[src/rtl/mem_arb_pkg.sv]
// rtl/mem_arb_pkg.sv - shared types and sizes for the main-memory port arbiter
package mem_arb_pkg;

  localparam int LINE_ADDR_LEN_DEF = 3;
  localparam int LINE_SIZE         = 1 << LINE_ADDR_LEN_DEF;

  typedef enum logic [1:0] {IDLE, SETUP, BUSY, DONE} state_t;
  typedef enum logic       {OP_RD, OP_WR}            op_t;
  typedef enum logic       {OWN_DC, OWN_IC}          owner_t;

endpackage

[src/rtl/rr_arb2.sv]
// rtl/rr_arb2.sv - two-input round-robin picker; bit 0 is the D-cache, bit 1 the I-cache
module rr_arb2
  import mem_arb_pkg::*;
(
  input  logic       i_clk,
  input  logic       i_rst_n,
  input  logic [1:0] i_req,
  input  logic       i_advance,
  output logic [1:0] o_grant
);

  owner_t r_ptr;

  always_comb begin
    o_grant = 2'b00;
    case (i_req)
      2'b01:   o_grant = 2'b01;
      2'b10:   o_grant = 2'b10;
      2'b11:   o_grant = (r_ptr == OWN_IC) ? 2'b10 : 2'b01;
      default: o_grant = 2'b00;
    endcase
  end

  // The pointer always moves to the requester that did not just win.
  always_ff @(posedge i_clk or negedge i_rst_n) begin
    if (!i_rst_n) begin
      r_ptr <= OWN_DC;
    end else if (i_advance) begin
      if (o_grant[0])      r_ptr <= OWN_IC;
      else if (o_grant[1]) r_ptr <= OWN_DC;
    end
  end

endmodule

[src/rtl/mem_arbiter.sv]
// rtl/mem_arbiter.sv - shares the line-wide memory port between I-cache and D-cache
module mem_arbiter
  import mem_arb_pkg::*;
#(
  parameter  int LINE_ADDR_LEN = LINE_ADDR_LEN_DEF,
  parameter  int ADDR_LEN      = 8,
  parameter  int TIMEOUT       = 64,
  localparam int LINE_W        = 32 * (1 << LINE_ADDR_LEN)
) (
  input  logic                i_clk,
  input  logic                i_rst_n,
  input  logic                i_ic_rd_req,
  input  logic [ADDR_LEN-1:0] i_ic_addr,
  output logic                o_ic_gnt,
  input  logic                i_dc_rd_req,
  input  logic                i_dc_wr_req,
  input  logic [ADDR_LEN-1:0] i_dc_addr,
  input  logic [LINE_W-1:0]   i_dc_wr_line,
  output logic                o_dc_gnt,
  output logic [LINE_W-1:0]   o_rd_line,
  output logic [ADDR_LEN-1:0] o_mem_addr,
  output logic                o_mem_rd_req,
  output logic                o_mem_wr_req,
  output logic [LINE_W-1:0]   o_mem_wr_line,
  input  logic                i_mem_gnt,
  input  logic [LINE_W-1:0]   i_mem_rd_line,
  output logic                o_timeout_err
);

  localparam int              CNT_W     = $clog2(TIMEOUT + 1);
  localparam logic [CNT_W-1:0] CNT_TO    = CNT_W'(TIMEOUT);
  localparam logic [CNT_W-1:0] CNT_TO_M1 = CNT_W'(TIMEOUT - 1);

  state_t              r_state, w_state_nxt;
  op_t                 r_op;
  owner_t              r_owner;
  logic [ADDR_LEN-1:0] r_addr;
  logic [LINE_W-1:0]   r_line;
  logic                r_mem_rd_req, r_mem_wr_req;
  logic [CNT_W-1:0]    r_wait_cnt;
  logic                r_timeout_err;
  logic [1:0]          w_req, w_grant;
  logic                w_win;

  assign w_req = {i_ic_rd_req, i_dc_rd_req | i_dc_wr_req};
  assign w_win = (r_state == IDLE) && (w_req != 2'b00);

  rr_arb2 u_rr_arb2 (
    .i_clk     (i_clk),
    .i_rst_n   (i_rst_n),
    .i_req     (w_req),
    .i_advance (w_win),
    .o_grant   (w_grant)
  );

  always_ff @(posedge i_clk or negedge i_rst_n) begin
    if (!i_rst_n) r_state <= IDLE;
    else          r_state <= w_state_nxt;
  end

  always_comb begin
    w_state_nxt = r_state;
    case (r_state)
      IDLE:    if (w_win) w_state_nxt = SETUP;
      SETUP:   w_state_nxt = BUSY;
      BUSY:    if (i_mem_gnt) w_state_nxt = DONE;
      DONE:    w_state_nxt = IDLE;
      default: w_state_nxt = IDLE;
    endcase
  end

  always_comb begin
    o_ic_gnt = (r_state == DONE) && (r_owner == OWN_IC);
    o_dc_gnt = (r_state == DONE) && (r_owner == OWN_DC);
  end

  // Requests are registered from the next state so they rise on BUSY entry and fall right after gnt.
  always_ff @(posedge i_clk or negedge i_rst_n) begin
    if (!i_rst_n) begin
      r_op          <= OP_RD;
      r_owner       <= OWN_DC;
      r_addr        <= '0;
      r_line        <= '0;
      r_mem_rd_req  <= 1'b0;
      r_mem_wr_req  <= 1'b0;
      r_wait_cnt    <= '0;
      r_timeout_err <= 1'b0;
    end else begin
      if (w_win) begin
        r_line <= i_dc_wr_line;
        if (w_grant[1]) begin
          r_owner <= OWN_IC;
          r_op    <= OP_RD;
          r_addr  <= i_ic_addr;
        end else if (w_grant[0]) begin
          r_owner <= OWN_DC;
          r_op    <= i_dc_rd_req ? OP_RD : OP_WR;
          r_addr  <= i_dc_addr;
        end
      end
      r_mem_rd_req <= (w_state_nxt == BUSY) && (r_op == OP_RD);
      r_mem_wr_req <= (w_state_nxt == BUSY) && (r_op == OP_WR);
      if (r_state == BUSY) begin
        if (r_wait_cnt != CNT_TO) r_wait_cnt <= r_wait_cnt + 1'b1;
        if (r_wait_cnt == CNT_TO_M1) r_timeout_err <= 1'b1;
      end else begin
        r_wait_cnt <= '0;
      end
    end
  end

  assign o_mem_addr    = r_addr;
  assign o_mem_rd_req  = r_mem_rd_req;
  assign o_mem_wr_req  = r_mem_wr_req;
  assign o_mem_wr_line = r_line;
  assign o_rd_line     = i_mem_rd_line;
  assign o_timeout_err = r_timeout_err;

endmodule
[config.mk]
export PLATFORM = sky130hd
export DESIGN_NAME = mem_arbiter
export DESIGN_NICKNAME = d
export VERILOG_FILES = /design/src/rtl/mem_arb_pkg.sv /design/src/rtl/rr_arb2.sv /design/src/rtl/mem_arbiter.sv
export SDC_FILE = /design/constraint.sdc
export NUM_CORES = 1
export LEC_CHECK = 0
export BUFFER_PORTS_ARGS = -buffer_cell sky130_fd_sc_hd__buf_2
export CAP_MARGIN = 20
export CORE_AREA = 2 2 407 409
export DETAILED_ROUTE_END_ITERATION = 16
export DIE_AREA = 0 0 409 411
export HOLD_SLACK_MARGIN = 0.1
export PLACE_DENSITY = 0.3
export SYNTH_ARGS = -nofsm -noshare
export SYNTH_HDL_FRONTEND = slang
export SYNTH_SLANG_ARGS = --single-unit
export TNS_END_PERCENT = 1
[constraint.sdc]
create_clock -name i_clk -period 1.7 [get_ports i_clk]
set_input_delay 0.34 -clock i_clk [delete_from_list [all_inputs] [get_ports i_clk]]
set_output_delay 0.34 -clock i_clk [all_outputs]
set_load 0.03 [all_outputs]
**Word-level counts from Yosys, hierarchy flattened**

Index checks and enable logic that the tools add are counted.

- Register bits: 279
- Bits in latches: 0
- Bits in writable memories: 0
- Bits in read-only memories: 0
- Input port bits: 534
- Output and inout bits: 525
- Logic and storage cells: 50
- Memories: 0

- Add/subtract/negate cells: 1
- Multiply operators: 0
- Div/mod/pow operators: 0
- $lt $le $gt $ge: 0
- Eq/ne operators: 10
- Shift-type cells: 0
- Mux-type cells: 16
- Bitwise gates (word level): 3
- Reductions and logical operators: 10

Operator list:

| kind | number |
|---|---|
| $mux W8 | 2 |
| $mux W7 | 2 |
| $eq A2 B2 Y1 const B | 5 |
| $pmux W2 S4 | 1 |
| $add A7 B1 Y7 const B | 1 |
| $eq A7 B6 Y1 const B | 1 |
| $mux W1 | 7 |
| $ne A7 B7 Y1 const B | 1 |
| $mux W2 | 3 |
| $pmux W2 S3 | 1 |
| $logic_and A1 B1 Y1 | 5 |
| $eq A2 B1 Y1 const B | 2 |
| $reduce_and A2 Y1 | 2 |
| $reduce_bool A2 Y1 | 2 |
| $logic_not A2 Y1 | 1 |
| $ne A2 B1 Y1 const B | 1 |
| $not A1 Y1 | 2 |
| $or A1 B1 Y1 | 1 |

**Longest topological paths before layout**

Gate-level depths: netlist of run 1.

- Word-level depth: 7
- Mapped depth: 8
- Depth with buffers taken out: 5

**Cells and area by module**

A second synthesis of run 1 with hierarchy kept.

- Cells, all modules: 1443
- Area, all modules: 12614.6 um^2

By module, submodules not included:

| module | times used | cells each | area an instance (um^2) | sequential area each (um^2) |
|---|---|---|---|---|
| mem_arbiter | 1 | 1437 | 12559.5 | 6956.7 |
| rr_arb2 | 1 | 6 | 55.1 | 25.0 |

**Least setup slack after synthesis of run 1**

OpenSTA, ideal clock, no wires.

- Path kind: reg-to-reg
- Start point: register r_state[0]
- End point: register r_line[192] (netlist: o_mem_wr_line[192])
- Setup time: 66 ps
- Arrival time: 1458 ps
- Required time: 1634 ps
- Setup slack: 176 ps
- Cell stages (with the launch flop): 9
- Buffers on the path: 3
- Period minus slack after synthesis: 1524 ps
- Cell sequence: dfrtp_1 -> inv_1 -> ha_1 -> o31a_1 -> buf_2 -> buf_2 -> buf_2 -> nand2_1 -> nand2_1

- Cells in the longest elaborated chain, start to end: 2

RTL lines:

| element | line | source |
|---|---|---|
| from (decl) | mem_arbiter.sv:34 | `state_t r_state, w_state_nxt;` |
| from (signal assigned) | mem_arbiter.sv:58 | `else r_state <= w_state_nxt;` |
| $logic_not A2 Y1 | mem_arbiter.sv:46 | `assign w_win = (r_state == IDLE) && (w_req != 2'b00);` |
| $logic_and A1 B1 Y1 | mem_arbiter.sv:46 |  |
| to (signal assigned) | mem_arbiter.sv:90 | `r_line <= i_dc_wr_line;` |
| to (decl) | mem_arbiter.sv:38 | `logic [LINE_W-1:0] r_line;` |

Every way passes these cells.
A chain may end at the register's enable or synchronous reset.

**Worst setup path after layout of run 1**

- Start point: register r_state[0]
- End point: output o_ic_gnt

- Cells in the longest elaborated chain, start to end: 2

RTL lines:

| element | line | source |
|---|---|---|
| $eq A2 B2 Y1 | mem_arbiter.sv:73 | `o_ic_gnt = (r_state == DONE) && (r_owner == OWN_IC);` |
| $logic_and A1 B1 Y1 | mem_arbiter.sv:73 |  |
| to (decl) | mem_arbiter.sv:14 | `output logic o_ic_gnt,` |

Every way passes these cells.

==> results of run 1 <==
flip-flops by register name, summed over array words and instances, names as in the netlist:
name / cells
o_mem_addr: 8
o_timeout_err: 1
r_owner: 1
o_mem_wr_req: 1
r_state: 2
r_op: 1
o_mem_wr_line: 256
r_wait_cnt: 7
u_rr_arb2.r_ptr: 1
o_mem_rd_req: 1
cell type report:
type	instances	area (µm²)
clock inverter	8	90.09
inverter	7	26.28
fill	18960	143100
clock buffer	62	1194
antenna	1	2.502
multi-input combinational	849	3456
timing repair buffer	894	6307
sequential	279	6983
tap	2189	2739
stage by stage:
stage / hold WS (ps) / power [W] / cells
after floorplan: 44.41 / 0.02395 / 1451
after global placement: 347.3 / 0.03044 / 3946
after detailed placement: 344.8 / 0.03037 / 3946
after CTS: 206.7 / 0.03980 / 4288
after global routing: 239.0 / 0.04188 / 4288
final: 261.5 / 0.03892 / 4289
synthesized netlist by cell type, drive strengths merged, types with 2 or more instances:
library cell,count,area [µm²]
nand2,771,2894
buf,310,2197
dfrtp,279,6982
a21oi,14,70.07
nor2,13,48.80
o21ai,10,50.05
a31oi,8,50.05
inv,7,26.28
clkbuf,6,22.52
ha,5,62.56
nand3,5,25.02
nor2b,2,12.51
nor4b,2,30.03
o31ai,2,28.78
or3,2,12.51
xor2,2,17.52
where the power goes:
part	total [W]	switching (W)	leakage, nW	internal, W
Clock	0.00834	0.00337	0.627	0.00496
Combinational	0.0190	0.0131	6.28	0.00595
Sequential	0.0116	0.00176	3.46	0.00982
kinds of logic (layout without fill, tap and decap cells):
kind of cell,after synthesis,after routing
and+or+nand+nor,800,800
adders and majority gates,5,5
DFF,279,279
AOI/OAI and AO/OA,41,41
xor gates and xnor gates,3,3
other,0,1
buffers and inverters,323,971
worst min path at each step:
stage / to
floorplan: o_mem_addr[0]$_DFFE_PN0P_
CTS: o_mem_rd_req$_DFF_PN0_
detailed placement: o_mem_wr_line[72]$_DFFE_PN0P_
finish: o_mem_rd_req$_DFF_PN0_
global route: o_mem_addr[6]$_DFFE_PN0P_
global placement: o_mem_wr_line[10]$_DFFE_PN0P_
metal layers:
metal / GRT usage / vias up / share of wire
met1: 0.07170 / 5166 / 0.38
met3: 0.03808 / 176 / 0.14
met4: 0.04193 / 4 / 0.061
li1: - / 5416 / -
met2: 0.09510 / 611 / 0.42
met5: 0.003674 / - / 0.0018
worst max-delay path: stages (launching register included):
cell	delay, ps
dfrtp_1	380
buf_6	120
ha_4	160
and2_1	140
buf_6	140
layout by cell type, fill, tap and decap left out, drive strengths merged, types with 2 or more instances in the layout:
cell type	synthesis	routed
inv	7	9
nand2	771	771
a21oi	14	14
clkinv	0	4
dfrtp	279	279
nor2	13	13
clkbuf	6	62
a31oi	8	8
or3	2	2
ha	5	5
nand3	5	5
o31ai	2	2
nor4b	2	2
dlygate4sd3	0	272
o21ai	10	10
xor2	2	2
nor2b	2	2
buf	310	622
what timing repair did:
action / 4_1_cts / 5_1_grt
setup buffers: 0 / 0
endpoints found under the hold margin: 310 / 0
gates resized for setup: 13 / 6
setup endpoints to repair: 4 / 60
hold buffers: 272 / 0
==> flow_summary.toml, run 1 <==
[critical_path]
end_kind = "output pin"
endpoint = "o_ic_gnt"
start_kind = "flop"
r2r-start = "r_state[1]$_DFF_PN0_"
crit_arrival_ps = 1530
critPathKind = "flop to output pin"
critPathLaunch = "r_state[0]$_DFF_PN0_"
reg2reg_slack_ps = 70
ff2ff_path_depth = 8
r2r_end = "o_mem_wr_line[148]$_DFFE_PN0P_"
crit_fanout = 2
required_ps = 1360

[die]
fp-row-count = 149
die_area_um2 = 168100
boundaryPins = 1059
die_x_um = 409
start_util = 0.07711
core_um2 = 163900
floorplan.die.height_um = 411

[route]
dr_total_vias = 11370
drt_first_iter_violations = 443
drt-total-wl_um = 57490
drc = 0
avgViaCountPerCell = 2.652
wl_per_cell_um = 13.40
ant_nets = 0
dr.pass1.iters = 4

[sta]
slew_violations = 0
slew_headroom = 0.6245
rsz0062_at_grt = "yes"
hold_viol = 0
max_freq_ghz = 0.5338
tightest_slew_ps = 563.2
period_share = 1.102
setup_viol = 2
min_period_ps = 1873
setup_slack_ps = -173.2
fin_skew_ps = 21.74
setup_tns_ps = -343.5

[synthesis]
ys_ff_latch = 279
async_flop_share = 1.000
synth_xor_area_frac = 0.002079
synth_seq_area_share = 0.5525
synth_edf_count = 0
synth_fa_ha_area_frac = 0.004951
synth_cells = 1451
yosys.area_share.simple = 0.2421
ys_types = 31
synth_top_family_by_area = "simple AND/OR/NAND/NOR gates"
synthFlopType = "dfrtp_1"
synth_compound_area_frac = 0.02060
yosysWarnings = 0
syn-cell-area_um2 = 12640
syn_nets = 1990
muxShareOfSynthArea = 0
syn_area_per_cell_um2 = 8.708

[placed_design]
portBuffers = 546
place_ws_ps = -87.21
dpl.hpwl_um = 44450
gp_congestion = 0.7943
placed_area_um2 = 16690

[clocking]
htreeDepth = 2
worstSkewPairLatency_ps = 580
cts_root_buf = "clkbuf_16"
cts_tree = "done"
clock_sinks = 279
clk_pin_slew_ps = 60
clockBufferDepth = 3
cts_buffers = 39

[final_layout]
drive_gt1_frac = 0.3302
nets = 2609
syn_to_final_growth_pct = 64.59
finalInstanceArea_um2 = 20800
final_util = 0.1269

[power_and_ir_drop]
peakVddDrop_mv = 0.7392
power_density_nw_per_um2 = 1871
p_leak_nw = 10.37

[run_status]
violations = "setup timing"
status = "complete, but fails checks"

[grt]
grt_max_degree = 45
grt_antenna_before_repair = 1
grt_usage = 0.06528
grt_pass1_vias = 11870
grt_pass1_wl_um = 82060
gr-total-overflow = 0

[job]
maxCapViolCount = 0

[worst_hold_path]
holdPathStages = 4
min-delay-start = "i_mem_gnt"
hp-class = "primary input to flop"
Note: power is estimated with default switching activity, not from simulation.
==> run 2, diff against run 1 <==
==> constraint.sdc (replaced) <==
create_clock -name i_clk -period 2.1 [get_ports i_clk]
set_input_delay 0.42 -clock i_clk [delete_from_list [all_inputs] [get_ports i_clk]]
set_output_delay 0.42 -clock i_clk [all_outputs]
set_load 0.03 [all_outputs]
==> run 2 against run 1 <==
Net effect:
- the flow now finishes without violations
- clock skew down 8.7 ps
- utilization down 0.18 points
- clock-buffer cell count down 8
- first-iteration DRC count up 16%
- critical path depth down 1
- worst setup slack better by 340 ps
- register-to-register slack better by 220 ps
- sequential share of layout area up 0.49 points
- hold slack worse by 86 ps
- sequential power down 19%
- via count down 0.55%
- sequential cell count unchanged
- critical path type unchanged
- largest cell class unchanged
- largest power group unchanged
==> flow_summary.toml, run 2 (synthesis results as in run 1) <==
[run_status]
status = "completed"

[power_and_ir_drop]
finalPower_w = 0.03111
p_sw_frac = 0.4737
p_int_w = 0.01637
peakVddDrop_mv = 0.7323
pwr-share-seq = 0.302
switchingPower_w = 0.01473
p_leak_nw = 10.24
power_density_nw_per_um2 = 1518
pwr-share-clk = 0.214
comb_power_share = 0.484

[worst_hold_path]
min-delay-start = "i_ic_addr[5]"
hp-class = "primary input to flop"
holdPathStages = 3
holdPathEnd = "o_mem_addr[5]$_DFFE_PN0P_"

[clocking]
clockBufferDepth = 3
worstSkewPairLatency_ps = 570
htreeDepth = 2
cts_root_buf = "clkbuf_16"
post_cts_buffers = 0
clock_sinks = 279
cts_buffers = 38
clk_pin_slew_ps = 60
cts_tree = "done"

[route]
dr.pass1.iters = 4
drt_first_iter_violations = 513
dr_total_vias = 11310
wl_per_cell_um = 13.61
drt-total-wl_um = 58080
drc = 0
ant_nets = 0
avgViaCountPerCell = 2.650

[critical_path]
critPathKind = "flop to output pin"
ff2ff_path_depth = 7
crit_slowest_cell = "dfrtp_1"
cpPeakStageDelay_ps = 380
crit_arrival_ps = 1510
crit_fanout = 3
end_kind = "output pin"
path_cells = "ha_2 > nor2b_4 > buf_6"
required_ps = 1680
r2r-start = "r_state[0]$_DFF_PN0_"
r2r_end = "o_mem_wr_line[101]$_DFFE_PN0P_"
reg2reg_slack_ps = 290
start_kind = "flop"

[sta]
max_freq_ghz = 0.5174
period_share = 0.9203
setup_viol = 0
hold_viol = 0
fin_skew_ps = 13.06
slew_headroom = 0.6026
rsz0062_at_grt = "no"
tightest_slew_ps = 596.1
setup_tns_ps = 0
slew_violations = 0
min_period_ps = 1933

[die]
die_area_um2 = 168100
boundaryPins = 1059
core_um2 = 163900
die_x_um = 409
start_util = 0.07711
floorplan.die.height_um = 411
fp-row-count = 149

[grt]
grt_antenna_before_repair = 2
grt_pass1_wl_um = 82460
grt_max_degree = 50
grt_usage = 0.06596
grt_pass1_vias = 11820
gr-total-overflow = 0

[final_layout]
syn_to_final_growth_pct = 62.21
layout_common_cells = "nand2_1, buf_2, dfrtp_1"
final_common_cell = "nand2_1"
finalInstanceArea_um2 = 20500
largest_register_ffs = 256
drive_gt1_frac = 0.3288
nFillCells = 18900
nets = 2589
final_cells = 4268

[placed_design]
portBuffers = 546
dpl.hpwl_um = 44380
dp_cells = 3934
gp_congestion = 0.7665
placed_area_um2 = 16570

[job]
maxCapViolCount = 0
-- run 2: area by class of cell --
type | instances | area, µm² | share of cell area
Clock buffer | 54 | 1152 | 0.05622
Inverter | 7 | 26.28 | 0.001282
Antenna cell | 2 | 5.005 | 0.0002442
Timing Repair Buffer | 875 | 6072 | 0.2962
Multi-Input combinational cell | 849 | 3420 | 0.1668
Tap cell | 2189 | 2739 | 0.1336
Clock inverter | 13 | 101.3 | 0.004944
Sequential cell | 279 | 6982 | 0.3406
-- run 2: what timing repair did --
item,4_1_cts,5_1_grt
resized for setup,5,1
setup endpoints to repair,1,1
hold endpoints to repair,291,0
hold buffers,265,0
-- run 2: stage by stage --
step | hold WS [ps] | setup slack, ps | utilization
floorplan | 124.4 | 576.5 | -
global placement | 436.9 | 305.7 | 0.1011
detailed placement | 434.8 | 282.9 | 0.1011
CTS | 100.8 | 8.563 | 0.1250
global route | 114.9 | 32.93 | 0.1251
finish | 176.0 | 167.4 | 0.1251
-- run 2: worst max-delay path by stage --
stage	slack, ps	end	cells after the start	from
after floorplan	580	o_mem_wr_line[192]$_DFFE_PN0P_	8	r_state[0]$_DFF_PN0_
after global placement	310	o_mem_wr_line[8]$_DFFE_PN0P_	6	i_dc_wr_req
after detailed placement	280	o_mem_wr_line[101]$_DFFE_PN0P_	7	r_state[0]$_DFF_PN0_
after CTS	9	o_dc_gnt	3	r_state[1]$_DFF_PN0_
after global routing	30	o_dc_gnt	3	r_state[1]$_DFF_PN0_
final	170	o_dc_gnt	3	r_state[1]$_DFF_PN0_
-- run 2: critical path, delay by kind of cell (launching register included) --
| kind | cells | cell delay [ps] |
|---|---|---|
| buffers and inverters | 1 | 160 |
| adder cells (fa/ha/maj) | 1 | 230 |
| AND/OR/NAND/NOR | 1 | 170 |
| flip-flops | 1 | 380 |
-- run 2: power groups by stage --
stage / Sequential, W / Clock [W] / Combinational [W]
floorplan: 0.0141 / 0 / 0.00528
global placement: 0.00949 / 0 / 0.0150
detailed placement: 0.00945 / 0 / 0.0150
CTS: 0.00943 / 0.00709 / 0.0154
global route: 0.00973 / 0.00723 / 0.0165
finish: 0.00941 / 0.00664 / 0.0151
-- run 2: routing by layer --
metal | track usage | vias to the layer above | part of all wire
li1 | - | 5370 | -
met1 | 0.07250 | 5152 | 0.38
met2 | 0.09820 | 625 | 0.42
met3 | 0.03689 | 158 | 0.13
met4 | 0.03900 | 6 | 0.057
met5 | 0.009327 | - | 0.0040
==> run 3, diff against run 2 <==
--- a/config.mk
+++ b/config.mk
@@ -8,6 +8,7 @@
 export BUFFER_PORTS_ARGS = -buffer_cell sky130_fd_sc_hd__buf_2
 export CAP_MARGIN = 20
 export CORE_AREA = 2 2 407 409
+export CTS_CLUSTER_SIZE = 14
 export DETAILED_ROUTE_END_ITERATION = 16
 export DIE_AREA = 0 0 409 411
 export HOLD_SLACK_MARGIN = 0.1
==> constraint.sdc (replaced) <==
create_clock -name i_clk -period 1.6 [get_ports i_clk]
set_input_delay 0.32 -clock i_clk [delete_from_list [all_inputs] [get_ports i_clk]]
set_output_delay 0.32 -clock i_clk [all_outputs]
set_load 0.03 [all_outputs]
==> run 3 against run 2 <==
Net effect:
- the run now ends with setup timing left
- clock-buffer cell count grew 5
- first-iteration DRC count shrank 1.2%
- routed wire length rose by 0.14%
- total power increased by 35%
- sequential cell count stayed put
- worst setup slack got worse by 390 ps
- combinational power is 36% higher
- clock skew grew 3.5 ps
- critical path type unchanged
- largest cell class unchanged
==> flow_summary.toml, run 3 (synthesis results as in run 1) <==
[final_layout]
syn_to_final_growth_pct = 66.28
final_common_cell = "nand2_1"
final_cells = 4301
drive_gt1_frac = 0.3368
finalInstanceArea_um2 = 21010
layout_common_cells = "nand2_1, buf_2, dfrtp_1"
nets = 2623
largest_register_ffs = 256

[grt]
grt_usage = 0.06630
grt_max_degree = 42
grt_antenna_before_repair = 2
grt_pass1_vias = 12020
grt_pass1_wl_um = 82940
gr-total-overflow = 0

[sta]
slew_headroom = 0.6406
slew_violations = 0
period_share = 1.142
setup_slack_ps = -227.5
max_freq_ghz = 0.5472
setup_viol = 2
min_period_ps = 1828
rsz0062_at_grt = "yes"
hold_viol = 0
fin_skew_ps = 16.59
tightest_slew_ps = 533.5

[clocking]
clk_pin_slew_ps = 50
htreeDepth = 2
cts_buffers = 38
clock_sinks = 279
cts_root_buf = "clkbuf_16"
clockBufferDepth = 3
worstSkewPairLatency_ps = 580
cts_tree = "done"

[route]
dr.pass1.iters = 4
wl_per_cell_um = 13.52
ant_nets = 0
dr_total_vias = 11330
drt-total-wl_um = 58160
drc = 0
avgViaCountPerCell = 2.635
drt_first_iter_violations = 507

[job]
maxCapViolCount = 0

[critical_path]
r2r-start = "r_state[0]$_DFF_PN0_"
crit_slowest_cell = "dfrtp_1"
end_kind = "output pin"
required_ps = 1280
ff2ff_path_depth = 7
critPathKind = "flop to output pin"
path_cells = "buf_6 > ha_4 > nor2b_4 > buf_12"
r2r_end = "o_mem_wr_line[32]$_DFFE_PN0P_"
start_kind = "flop"
reg2reg_slack_ps = 30
cpPeakStageDelay_ps = 380
crit_arrival_ps = 1510
crit_fanout = 2

[die]
start_util = 0.07711
floorplan.die.height_um = 411
die_area_um2 = 168100
core_um2 = 163900
die_x_um = 409
boundaryPins = 1059
fp-row-count = 149

[run_status]
violations = "setup timing"
status = "complete, but fails checks"

[placed_design]
portBuffers = 546
dp_cells = 3959
place_ws_ps = -107.3
placed_area_um2 = 16830
dpl.hpwl_um = 45050
gp_congestion = 0.7791

[power_and_ir_drop]
pwr-share-seq = 0.296
p_int_w = 0.02241
p_leak_nw = 10.46
peakVddDrop_mv = 0.8365
comb_power_share = 0.492
pwr-share-clk = 0.212
power_density_nw_per_um2 = 1992
p_sw_frac = 0.4644
switchingPower_w = 0.01944

[worst_hold_path]
hp-class = "primary input to flop"
holdPathStages = 3
min-delay-start = "i_dc_addr[6]"
holdPathEnd = "o_mem_addr[6]$_DFFE_PN0P_"
run 3: cell count changes in the layout (fill, tap and decap cells not counted), moves of 4 or more:
cell	previous run	this run
clkbuf_1	3	9
dfrtp_1	279	275
buf_2	543	530
clkinv_2	8	3
buf_6	1	12
buf_12	15	20
dlygate4sd3_1	265	273
dfrtp_2	0	4
buf_4	50	70
run 3: critical path, delay by kind of cell, from the launching register on:
kind	cells	cell delay, ps
AND/OR/NAND/NOR	1	130
buffers and inverters	2	270
flip-flops	1	380
adder cells (fa/ha/maj)	1	150
run 3: per-layer routing:
metal	part of all wire	track usage
met2	0.44	0.1006
met4	0.057	0.03995
met3	0.13	0.03636
met5	0.0040	0.009327
met1	0.38	0.07155
run 3: layout make-up:
| cell class | instances | area (µm²) |
|---|---|---|
| flip-flops and latches | 279 | 6987 |
| inverters | 7 | 26.28 |
| fillers | 18840 | 142900 |
| multi-input cells | 849 | 3462 |
| clock buffers | 59 | 1161 |
| repair buffers | 909 | 6519 |
| well taps | 2189 | 2739 |
| clock inverters | 8 | 115.1 |
| diodes | 1 | 2.502 |
run 3: worst max path at each step:
stage / from / to / slack [ps]
5_1_grt: r_state[0]$_DFF_PN0_ / o_dc_gnt / -320
3_5_place_dp: i_dc_wr_req / o_mem_addr[6]$_DFFE_PN0P_ / -110
3_3_place_gp: i_dc_wr_req / o_mem_addr[6]$_DFFE_PN0P_ / -130
6_report: r_state[1]$_DFF_PN0_ / o_dc_gnt / -230
2_1_floorplan: r_state[0]$_DFF_PN0_ / o_mem_wr_line[192]$_DFFE_PN0P_ / 80
4_1_cts: r_state[0]$_DFF_PN0_ / o_dc_gnt / -330
run 3: per-stage QoR:
stage	total power, W	setup TNS [ps]	hold WS [ps]	utilization
after floorplan	0.02544	0	24.41	-
after global placement	0.03266	-4833	282.5	0.1027
after detailed placement	0.03255	-7223	282.4	0.1027
after CTS	0.04281	-652.3	159.3	0.1280
after global routing	0.04501	-3673	184.3	0.1282
final	0.04185	-445.4	196.2	0.1282
run 3: power groups by stage:
stage / registers (W) / clock network (W) / logic, W
floorplan: 0.0185 / 0 / 0.00693
detailed placement: 0.0124 / 0 / 0.0202
finish: 0.0124 / 0.00888 / 0.0206
global route: 0.0128 / 0.00966 / 0.0225
CTS: 0.0124 / 0.00943 / 0.0209
global placement: 0.0125 / 0 / 0.0202
run 3: timing repair:
| item | CTS | global route |
|---|---|---|
| setup buffers | 0 | 1 |
| pin swaps | 0 | 1 |
| endpoints found under the setup margin | 185 | 153 |
| endpoints found under the hold margin | 539 | 0 |
| gates resized for setup | 37 | 8 |
| hold buffers | 273 | 0 |
